<file path="src/rtl/code_lock_pkg.sv">
// Shared types and constants for the keypad code-lock controller.
package code_lock_pkg;

  typedef enum logic [1:0] {
    ST_ENTER,
    ST_CHECK,
    ST_UNLOCKED,
    ST_LOCKOUT
  } lock_state_e;

  localparam logic [15:0] DEFAULT_CODE = 16'h1234;

  localparam int TB_N_DIGITS       = 4;
  localparam int TB_DIGIT_W        = 4;
  localparam int TB_MAX_FAILS      = 3;
  localparam int TB_UNLOCK_CYCLES  = 8;
  localparam int TB_LOCKOUT_CYCLES = 16;

  function automatic int timer_width(input int a, input int b);
    int m;
    m = (a > b) ? a : b;
    return (m < 2) ? 1 : $clog2(m);
  endfunction

endpackage

</file>
<file path="src/rtl/code_lock_if.sv">
// Keypad-side and status-side signals of the code-lock controller.
interface code_lock_if #(
  parameter int N_DIGITS = 4,
  parameter int DIGIT_W  = 4
);
  localparam int CNT_W = (N_DIGITS < 2) ? 1 : $clog2(N_DIGITS);

  logic               entry_i;
  logic [DIGIT_W-1:0] digit_i;
  logic               clear_i;
  logic               program_i;
  logic               entering_last_digit_o;
  logic [CNT_W-1:0]   digit_count_o;
  logic               unlocked_o;
  logic               fail_o;
  logic               lockout_o;
  logic               code_stored_o;

  modport master (
    output entry_i, digit_i, clear_i, program_i,
    input  entering_last_digit_o, digit_count_o, unlocked_o,
           fail_o, lockout_o, code_stored_o
  );

  modport slave (
    input  entry_i, digit_i, clear_i, program_i,
    output entering_last_digit_o, digit_count_o, unlocked_o,
           fail_o, lockout_o, code_stored_o
  );
endinterface

</file>
<file path="src/rtl/code_lock_controller_cycle_timer.sv">
// Loadable down-counter with a zero flag; holds at zero until reloaded.
module cycle_timer #(
  parameter int WIDTH = 8
) (
  input  logic             clk_i,
  input  logic             rst_ni,
  input  logic             load_i,
  input  logic [WIDTH-1:0] value_i,
  output logic             zero_o
);

  logic [WIDTH-1:0] count_q;

  always_ff @(posedge clk_i or negedge rst_ni) begin
    if (!rst_ni) begin
      count_q <= '0;
    end else if (load_i) begin
      count_q <= value_i;
    end else if (count_q != '0) begin
      count_q <= count_q - WIDTH'(1);
    end
  end

  assign zero_o = (count_q == '0);

endmodule

</file>
<file path="src/rtl/code_lock_controller.sv">
// Code-entry sequencer: collects digits, compares against the stored code,
// drives unlock/fail/lockout status and handles reprogramming while unlocked.
module code_lock_controller
  import code_lock_pkg::*;
#(
  parameter int N_DIGITS = 4,
  parameter int DIGIT_W  = 4,
  parameter logic [N_DIGITS*DIGIT_W-1:0] DEFAULT_CODE = code_lock_pkg::DEFAULT_CODE,
  parameter int MAX_FAILS      = 3,
  parameter int UNLOCK_CYCLES  = 50_000_000,
  parameter int LOCKOUT_CYCLES = 500_000_000
) (
  input logic       clk_i,
  input logic       rst_ni,
  code_lock_if.slave bus
);

  localparam int CODE_W  = N_DIGITS * DIGIT_W;
  localparam int CNT_W   = (N_DIGITS < 2) ? 1 : $clog2(N_DIGITS);
  localparam int FAIL_W  = (MAX_FAILS < 2) ? 1 : $clog2(MAX_FAILS);
  localparam int TIMER_W = timer_width(UNLOCK_CYCLES, LOCKOUT_CYCLES);

  localparam logic [CNT_W-1:0]   LAST_IDX    = CNT_W'(N_DIGITS - 1);
  localparam logic [FAIL_W-1:0]  FAIL_LAST   = FAIL_W'(MAX_FAILS - 1);
  localparam logic [TIMER_W-1:0] UNLOCK_LOAD = TIMER_W'(UNLOCK_CYCLES - 1);
  localparam logic [TIMER_W-1:0] LOCK_LOAD   = TIMER_W'(LOCKOUT_CYCLES - 1);

  lock_state_e         state_q, state_d;
  logic [CNT_W-1:0]    count_q, count_d;
  logic [CODE_W-1:0]   entry_q, entry_d;
  logic [CODE_W-1:0]   code_q, code_d;
  logic [FAIL_W-1:0]   fails_q, fails_d;
  logic                fail_q, fail_d;
  logic                stored_q, stored_d;
  logic                last_q, last_d;
  logic                timer_load;
  logic [TIMER_W-1:0]  timer_value;
  logic                timer_zero;
  logic                prog_strobe;
  logic [CODE_W-1:0]   shifted;

  cycle_timer #(.WIDTH(TIMER_W)) u_timer (
    .clk_i   (clk_i),
    .rst_ni  (rst_ni),
    .load_i  (timer_load),
    .value_i (timer_value),
    .zero_o  (timer_zero)
  );

  always_ff @(posedge clk_i or negedge rst_ni) begin
    if (!rst_ni) begin
      state_q  <= ST_ENTER;
      count_q  <= '0;
      entry_q  <= '0;
      code_q   <= DEFAULT_CODE;
      fails_q  <= '0;
      fail_q   <= 1'b0;
      stored_q <= 1'b0;
      last_q   <= 1'b0;
    end else begin
      state_q  <= state_d;
      count_q  <= count_d;
      entry_q  <= entry_d;
      code_q   <= code_d;
      fails_q  <= fails_d;
      fail_q   <= fail_d;
      stored_q <= stored_d;
      last_q   <= last_d;
    end
  end

  assign shifted     = {entry_q[CODE_W-DIGIT_W-1:0], bus.digit_i};
  assign prog_strobe = bus.entry_i && bus.program_i && !bus.clear_i;

  always_comb begin
    state_d     = state_q;
    count_d     = count_q;
    entry_d     = entry_q;
    code_d      = code_q;
    fails_d     = fails_q;
    fail_d      = 1'b0;
    stored_d    = 1'b0;
    timer_load  = 1'b0;
    timer_value = '0;

    case (state_q)
      ST_ENTER: begin
        if (bus.clear_i) begin
          count_d = '0;
        end else if (bus.entry_i) begin
          entry_d = shifted;
          if (count_q == LAST_IDX) begin
            count_d = '0;
            state_d = ST_CHECK;
          end else begin
            count_d = count_q + CNT_W'(1);
          end
        end
      end

      ST_CHECK: begin
        if (entry_q == code_q) begin
          state_d     = ST_UNLOCKED;
          fails_d     = '0;
          timer_load  = 1'b1;
          timer_value = UNLOCK_LOAD;
        end else begin
          fail_d = 1'b1;
          if (fails_q == FAIL_LAST) begin
            state_d     = ST_LOCKOUT;
            fails_d     = '0;
            timer_load  = 1'b1;
            timer_value = LOCK_LOAD;
          end else begin
            fails_d = fails_q + FAIL_W'(1);
            state_d = ST_ENTER;
          end
        end
      end

      // Programming strobes keep the window open; an idle expiry drops any partial code.
      ST_UNLOCKED: begin
        if (bus.program_i && bus.clear_i) begin
          count_d = '0;
        end else if (prog_strobe) begin
          entry_d     = shifted;
          timer_load  = 1'b1;
          timer_value = UNLOCK_LOAD;
          if (count_q == LAST_IDX) begin
            code_d   = shifted;
            stored_d = 1'b1;
            count_d  = '0;
            state_d  = ST_ENTER;
          end else begin
            count_d = count_q + CNT_W'(1);
          end
        end
        if (!prog_strobe && timer_zero) begin
          count_d = '0;
          state_d = ST_ENTER;
        end
      end

      ST_LOCKOUT: begin
        if (timer_zero) begin
          state_d = ST_ENTER;
        end
      end

      default: begin
        state_d = ST_ENTER;
        count_d = '0;
      end
    endcase

    last_d = ((state_d == ST_ENTER) || ((state_d == ST_UNLOCKED) && bus.program_i))
             && (count_d == LAST_IDX);
  end

  assign bus.digit_count_o         = count_q;
  assign bus.entering_last_digit_o = last_q;
  assign bus.unlocked_o            = (state_q == ST_UNLOCKED);
  assign bus.lockout_o             = (state_q == ST_LOCKOUT);
  assign bus.fail_o                = fail_q;
  assign bus.code_stored_o         = stored_q;

endmodule

</file>
<file path="src/flat_wrapper.sv">
// flat-port wrapper written by rule: the top's interface ports become plain ports
module code_lock_controller_flat import code_lock_pkg::*;
#(
  parameter int N_DIGITS = 4,
  parameter int DIGIT_W  = 4,
  parameter logic [N_DIGITS*DIGIT_W-1:0] DEFAULT_CODE = code_lock_pkg::DEFAULT_CODE,
  parameter int MAX_FAILS      = 3,
  parameter int UNLOCK_CYCLES  = 50_000_000,
  parameter int LOCKOUT_CYCLES = 500_000_000
)
  (clk_i, rst_ni, bus_entry_i, bus_digit_i, bus_clear_i, bus_program_i, bus_entering_last_digit_o, bus_digit_count_o, bus_unlocked_o, bus_fail_o, bus_lockout_o, bus_code_stored_o);
  code_lock_if #(.N_DIGITS(N_DIGITS), .DIGIT_W(DIGIT_W)) bus_i ();
  input logic clk_i;
  input logic rst_ni;
  input wire logic [$bits(bus_i.entry_i)-1:0] bus_entry_i;
  input wire logic [$bits(bus_i.digit_i)-1:0] bus_digit_i;
  input wire logic [$bits(bus_i.clear_i)-1:0] bus_clear_i;
  input wire logic [$bits(bus_i.program_i)-1:0] bus_program_i;
  output wire logic [$bits(bus_i.entering_last_digit_o)-1:0] bus_entering_last_digit_o;
  output wire logic [$bits(bus_i.digit_count_o)-1:0] bus_digit_count_o;
  output wire logic [$bits(bus_i.unlocked_o)-1:0] bus_unlocked_o;
  output wire logic [$bits(bus_i.fail_o)-1:0] bus_fail_o;
  output wire logic [$bits(bus_i.lockout_o)-1:0] bus_lockout_o;
  output wire logic [$bits(bus_i.code_stored_o)-1:0] bus_code_stored_o;
  assign bus_i.entry_i = bus_entry_i;
  assign bus_i.digit_i = bus_digit_i;
  assign bus_i.clear_i = bus_clear_i;
  assign bus_i.program_i = bus_program_i;
  assign bus_entering_last_digit_o = bus_i.entering_last_digit_o;
  assign bus_digit_count_o = bus_i.digit_count_o;
  assign bus_unlocked_o = bus_i.unlocked_o;
  assign bus_fail_o = bus_i.fail_o;
  assign bus_lockout_o = bus_i.lockout_o;
  assign bus_code_stored_o = bus_i.code_stored_o;
  code_lock_controller #(.N_DIGITS(N_DIGITS), .DIGIT_W(DIGIT_W), .DEFAULT_CODE(DEFAULT_CODE), .MAX_FAILS(MAX_FAILS), .UNLOCK_CYCLES(UNLOCK_CYCLES), .LOCKOUT_CYCLES(LOCKOUT_CYCLES)) u_core (.clk_i(clk_i), .rst_ni(rst_ni), .bus(bus_i));
endmodule
</file>
<file path="config.mk">
export PLATFORM = sky130hd
export DESIGN_NAME = code_lock_controller_flat
export DESIGN_NICKNAME = d
export VERILOG_FILES = /design/src/rtl/code_lock_pkg.sv /design/src/rtl/code_lock_if.sv /design/src/rtl/code_lock_controller_cycle_timer.sv /design/src/rtl/code_lock_controller.sv /design/src/flat_wrapper.sv
export SDC_FILE = /design/constraint.sdc
export NUM_CORES = 1
export LEC_CHECK = 0
export ABC_AREA = 1
export ABC_CLOCK_PERIOD_IN_PS = 2400
export CORE_MARGIN = 5
export CORE_UTILIZATION = 30
export DETAILED_ROUTE_END_ITERATION = 16
export PLACE_DENSITY_LB_ADDON = 0.3
export SKIP_LAST_GASP = 1
export SYNTH_ARGS = -nofsm -noshare
export SYNTH_HDL_FRONTEND = slang
export SYNTH_HIERARCHICAL = 1
export SYNTH_SLANG_ARGS = --single-unit
</file>
<file path="constraint.sdc">
create_clock -name clk_i -period 2.4 [get_ports clk_i]
set_clock_uncertainty 0.05 [all_clocks]
set_input_delay 0.24 -clock clk_i [delete_from_list [all_inputs] [get_ports clk_i]]
set_output_delay 0.24 -clock clk_i [all_outputs]
set_load 0.05 [all_outputs]
</file>
==> flow_summary.json <==
{
  "status": "finished, violations left",
  "violations": "negative hold slack",
  "wire_per_inst_um": 11.6,
  "antenna_found_initial": 0,
  "stdcell_count": 780,
  "critPathRequiredTime_ps": 2610,
  "relSlewSlack_pct": 38.2,
  "netlist-cell-type-count": 34,
  "path_buf_inv": 4,
  "ys_warn_count": 6,
  "r2r_slack_ps": 290,
  "root_buffer": "clkbuf_16",
  "area_delta_synth_final_pct": 16.8,
  "post-route-min-period_ps": 2110,
  "crit_path_start": "u_core/state_q[1]",
  "cts_resized": 0,
  "endpoint_kind": "flip-flop",
  "cap_viol_max_count": 0,
  "synthArstFlopShare_pct": 100,
  "grt_pass1_wl_um": 15900,
  "grt_usage_pct": 11.9,
  "diodes": 0,
  "hold_class": "in -> async",
  "endpoint": "u_core/u_timer/count_q[18]",
  "core_area_um2": 13400,
  "cp-start-kind": "flip-flop",
  "period_share_pct": 88.1,
  "post_cts_buffers": 0,
  "synth-edff-count": 0,
  "numCtsBuffers": 9,
  "finalSetupViolations": 0,
  "clock.fmax_mhz": 473,
  "cp_num_cells": 10,
  "die_h_um": 127,
  "clk_pin_slew_ps": 60,
  "path_common_cell": "inv_1",
  "vias": 3534,
  "port-buffer-count": 15,
  "avgSynthCellArea_um2": 7.17,
  "ant_nets": 0,
  "start_util_pct": 30.8,
  "grt_start_max_net_pins": 71,
  "cts_tree": "yes",
  "io_pins": 16,
  "vias_per_cell": 4.53,
  "r2r-start": "u_core/state_q[1]",
  "drt-initial-drc-count": 195,
  "ys.flop_type": "dfrtp_1",
  "critPathSlowestCell": "dfrtp_1",
  "p_per_area_nw_per_um2": 535,
  "cellLeakagePower_uw": 0.00216,
  "dpl.cell_count": 764,
  "ir_drop_uv": 393,
  "cts_hold_buf": 0,
  "fin_nets": 615,
  "grt_overflow_total": 0,
  "grt_pass1_vias": 3533,
  "clock_path_buffers": 2,
  "synthCells": 576,
  "first_pass_iters": 4,
  "critical_path.top_delay_family": "simple AND/OR/NAND/NOR gates",
  "slew_viol_final": 0,
  "routed_wl_um": 9010,
  "critical_path.cell_chain": "inv_1 > ha_1 > inv_1 > nor2_1 > inv_1 > a31oi_2 > buf_12 > nor2_4 > nand3_1 > nand2_1",
  "syn_area_um2": 4130,
  "r2r_cells": 10,
  "whs_ps": -32.3,
  "worstSetupPathType": "reg -> reg",
  "cts_max_level": 3,
  "worst_pin_slew_ps": 920,
  "fp.dieArea_um2": 16200,
  "clk-insertion-delay-late_ps": 330,
  "ys_ff_latch": 70,
  "arrival_ps": 2330,
  "synth_seq_area_share_pct": 42.5,
  "place.gp.congestion": 0.817,
  "die_x_um": 127,
  "rows": 42,
  "p_total_uw": 2580,
  "rsz0062_at_grt": "no",
  "cp_slowest_stage_delay_ps": 420,
  "clock-sinks": 70,
  "rr_endpoint": "u_core/u_timer/count_q[18]",
  "drive_above_1_share_pct": 11.9,
  "crit_fanout": 30,
  "fin_tns_setup_ps": 0,
  "drc_errors": 0,
  "hold_viol": 14,
  "dpl.hpwl_um": 6520
}
[layout make-up]
cell class | instances | area [um2]
Clock buffer | 11 | 243
Clock inverter | 5 | 58.8
Fill cell | 1449 | 8570
Inverter | 78 | 293
Multi-Input combinational cell | 419 | 2050
Sequential cell | 70 | 1760
Tap cell | 176 | 220
Timing Repair Buffer | 21 | 208
[sequential cells by signal (all words and copies together), names as in the netlist]
| signal | cells |
|---|---|
| u_core/bus.entering_last_digit_o | 1 |
| u_core/entry_q | 16 |
| u_core/bus.digit_count_o | 2 |
| u_core/state_q | 2 |
| u_core/code_q | 16 |
| u_core/bus.fail_o | 1 |
| u_core/fails_q | 2 |
| u_core/bus.code_stored_o | 1 |
| u_core/u_timer/count_q | 29 |
[per-stage QoR]
stage               utilization (%)  area, um2  setup slack (ps)
finish                         36.0       4830               285
global route                   36.0       4830              80.5
CTS                            36.0       4820              28.8
detailed placement             33.7       4520               201
global placement               33.7       4520               217
floorplan                         -       4140              2.10
[report_power, final]
group	total, uW	switching, uW	internal (uW)
Clock	1340	505	833
Sequential	1190	3.38	1180
Combinational	56.1	38.4	17.8
Total	2580	547	2030
[cell usage in the layout, fill, tap and decap left out, types with 8 or more instances in the layout]
cell type	netlist	final
clkbuf_16	0	9
clkdlybuf4s50_1	0	13
dfrtp_1	65	65
inv_1	70	69
inv_2	8	9
nand2_1	200	200
nand3_1	25	25
nand3_2	8	8
nand4_1	8	8
nor2_1	63	63
nor2_2	12	12
o21ai_0	42	42
o21ai_1	12	12
xor2_1	11	11
[metal layers]
metal | wire length (um) | global-route usage (%)
met1 | 4340 | 14.9
met2 | 4340 | 19.9
met3 | 259 | 3.63
met4 | 70 | 3.03
met5 | 0 | 0
[worst reg2reg max path: stages (launching register included)]
cell	delay, ps
dfrtp_1	420
inv_1	90
ha_1	250
inv_1	100
nor2_1	60
inv_1	110
a31oi_2	140
buf_12	200
nor2_4	380
nand3_1	150
nand2_1	90
[how the worst min path moves through the flow]
stage,from,to,slack (ps),cells past startpoint
floorplan,rst_ni,u_core/bus.code_stored_o,-110,0
global placement,rst_ni,u_core/u_timer/count_q[17],370,1
detailed placement,rst_ni,u_core/u_timer/count_q[17],390,1
CTS,rst_ni,u_core/u_timer/count_q[17],40,1
global route,rst_ni,u_core/u_timer/count_q[19],80,1
finish,rst_ni,u_core/u_timer/count_q[19],-30,1
[kinds of logic (layout without fill, tap and decap cells)]
kind of cell               count (synthesis)  count (layout)  synth area share (%)
and+or+nand+nor                          331             331                  35.6
AOI/OAI and AO/OA                         64              64                  8.39
other                                      1               3                0.0907
DFF                                       70              70                  42.5
adders and majority gates                  7               7                  2.12
buffers and inverters                     89             115                  8.30
xor gates and xnor gates                  14              14                  2.97
[synthesized netlist by cell type, types with 2 or more instances]
library cell	count	area, um2
a21oi_1	3	15.0
a31oi_1	2	12.5
clkbuf_1	9	33.8
dfrtp_1	65	1630
dfstp_2	5	131
ha_1	7	87.6
inv_1	70	263
inv_2	8	30.0
nand2_1	200	751
nand2_2	3	18.8
nand2_4	2	22.5
nand3_1	25	125
nand3_2	8	80.1
nand4_1	8	50.1
nor2_1	63	236
nor2_2	12	75.1
nor2_4	5	56.3
o21ai_0	42	210
o21ai_1	12	60.1
xnor2_1	3	26.3
xor2_1	11	96.3
(Power assumes the default switching activity.)
==> variant (config.mk and constraints unchanged) <==
Encoding of `lock_state_e`: now one-hot (4 bits for 4 states).
--- a/src/rtl/code_lock_pkg.sv
+++ b/src/rtl/code_lock_pkg.sv
@@ -1,11 +1,11 @@
 // Shared types and constants for the keypad code-lock controller.
 package code_lock_pkg;
 
-  typedef enum logic [1:0] {
-    ST_ENTER,
-    ST_CHECK,
-    ST_UNLOCKED,
-    ST_LOCKOUT
+  typedef enum logic [3:0] {
+    ST_ENTER    = 4'b0001,
+    ST_CHECK    = 4'b0010,
+    ST_UNLOCKED = 4'b0100,
+    ST_LOCKOUT  = 4'b1000
   } lock_state_e;
 
   localparam logic [15:0] DEFAULT_CODE = 16'h1234;
Check against the original RTL: no difference found for any inputs over 10 cycles, from zero or initial values and one cycle with rst_ni low; not proved beyond that.
==> variant against the original RTL <==
Non-clock buffer count increased by 2; setup slack got worse by 210 ps; via count increased by 0.28%; critical endpoint is now bus_unlocked_o; routed wire length increased by 3.5%; first-iteration DRC count increased by 44%; synthesized area grew 2.2%; cell area is 2.0% higher; sequential cell count increased by 2; worst hold slack improved by 430 ps; sequential share of layout area up 0.34 points; synthesized cell count up 1.2%.
Power is not compared: it rests on default switching activity, and its combinational part moved more than twofold at a synthesized area within 25%.
==> variant: results (changes against the original RTL) <==
metric,value,unit,change
hold_path_class,in -> async,,
synth_common_cells,"201 x nand2_1, 72 x nor2_1, 70 x inv_1",,
grt_use_total,12.3,%,+0.43 points
crit_slowest_cell,clkdlybuf4s50_1,,
post_cts_resized,0,,unchanged
tightest_slew,555,ps,-365 ps
antenna_found_initial,0,,unchanged
synthAdderAreaFrac,0.889,%,-1.2 points
path_delay_family,buffers and inverters,,
critPathMaxStageDelay,870,ps,+450 ps
final_cells,793,,+1.7%
grt_first_pass_wirelength,16300,µm,+2.5%
setup_tns,0,ps,unchanged
io_buffers,15,,unchanged
synthTopCellsByArea,"dfrtp_1 39%, nand2_1 18%, nor2_1 6.4%",,
seq_area_frac_synth,42.8,%,+0.29 points
final_net_count,620,,+0.81%
internal_power,2.40,mW,
holdBufCountCts,1,,+1
drt_iter0_drc,280,,+44%
vias,3544,,+0.28%
wl,9330,µm,+3.5%
place_area,0.00461,mm²,+2.0%
netlist_instances,583,,+1.2%
dr.pass1.iters,5,,+1
grt_max_degree,73,,+2.8%
cp_max_fo,6,,-80%
drive_gt1_share,12.1,%,+0.15 points
dp_worst_setup_slack,137,ps,-64.5 ps
placementRows,43,,+2.4%
arrival,2030,ps,-300 ps
path_clk_slew,60,ps,about the same
place_inst,776,,+1.6%
synthXorXnorAreaFrac,2.70,%,-0.27 points
synth_compound_area_share,9.30,%,+0.91 points
ir_drop,420,µV,
gp_congestion,0.886,,+8.4%
place_hpwl,6640,µm,+1.9%
outcome,"complete, no violations",,
ys_types,41,,+21%
==> variant: changes by cell type in the layout (fill, tap and decap cells not counted), moves of 3 or more <==
cell and delta:
nor3_2 +3, nor2_1 +9, o21ai_0 -8, a21oi_2 +4, nand3_2 -3, o21ai_1 +6
ha_1 -4
==> variant: path summary, 6_finish.rpt <==
| kind | cells after the start | start | slack, ps | end |
|---|---|---|---|---|
| min reg2reg | 1 | u_core/fails_q[1] | 420 | u_core/fails_q[0] |
| min | 3 | rst_ni | 390 | u_core/bus.code_stored_o |
| max | 4 | u_core/state_q[1] | 80 | bus_unlocked_o |
| max in group asynchronous | 3 | rst_ni | 1560 | u_core/code_q[12] |
| max reg2reg | 12 | u_core/code_q[2] | 260 | u_core/u_timer/count_q[24] |
| min in group clk_i | 1 | u_core/fails_q[1] | 420 | u_core/fails_q[0] |
==> variant: routing by layer <==
metal  routed length [µm]  vias to the layer above  share of wire, %  global-route usage (%)
met1                 4550                     1601                49                    16.3
met4                  244                        0               2.6                    5.68
li1                     -                     1860                 -                       -
met5                    0                        -                 0                       0
met2                 4170                       64                45                    19.2
met3                  359                       19               3.8                    2.57
==> variant: layout make-up <==
cell class                      count  area (µm²)
Sequential cell                    72        1810
Multi-Input combinational cell    426        2060
Clock buffer                       10         229
Fill cell                        1418        8910
Tap cell                          180         225
Inverter                           76         285
Clock inverter                      6        68.8
Timing Repair Buffer               23         245
==> variant: power groups by stage <==
| stage | Combinational [mW] | Sequential (mW) | Clock (mW) |
|---|---|---|---|
| after global placement | 0.586 | 1.51 | 0 |
| final | 0.590 | 1.50 | 1.35 |
| after detailed placement | 0.599 | 1.52 | 0 |
| after CTS | 0.603 | 1.50 | 1.40 |
| after global routing | 0.697 | 1.53 | 1.44 |
| after floorplan | 0.436 | 1.53 | 0 |
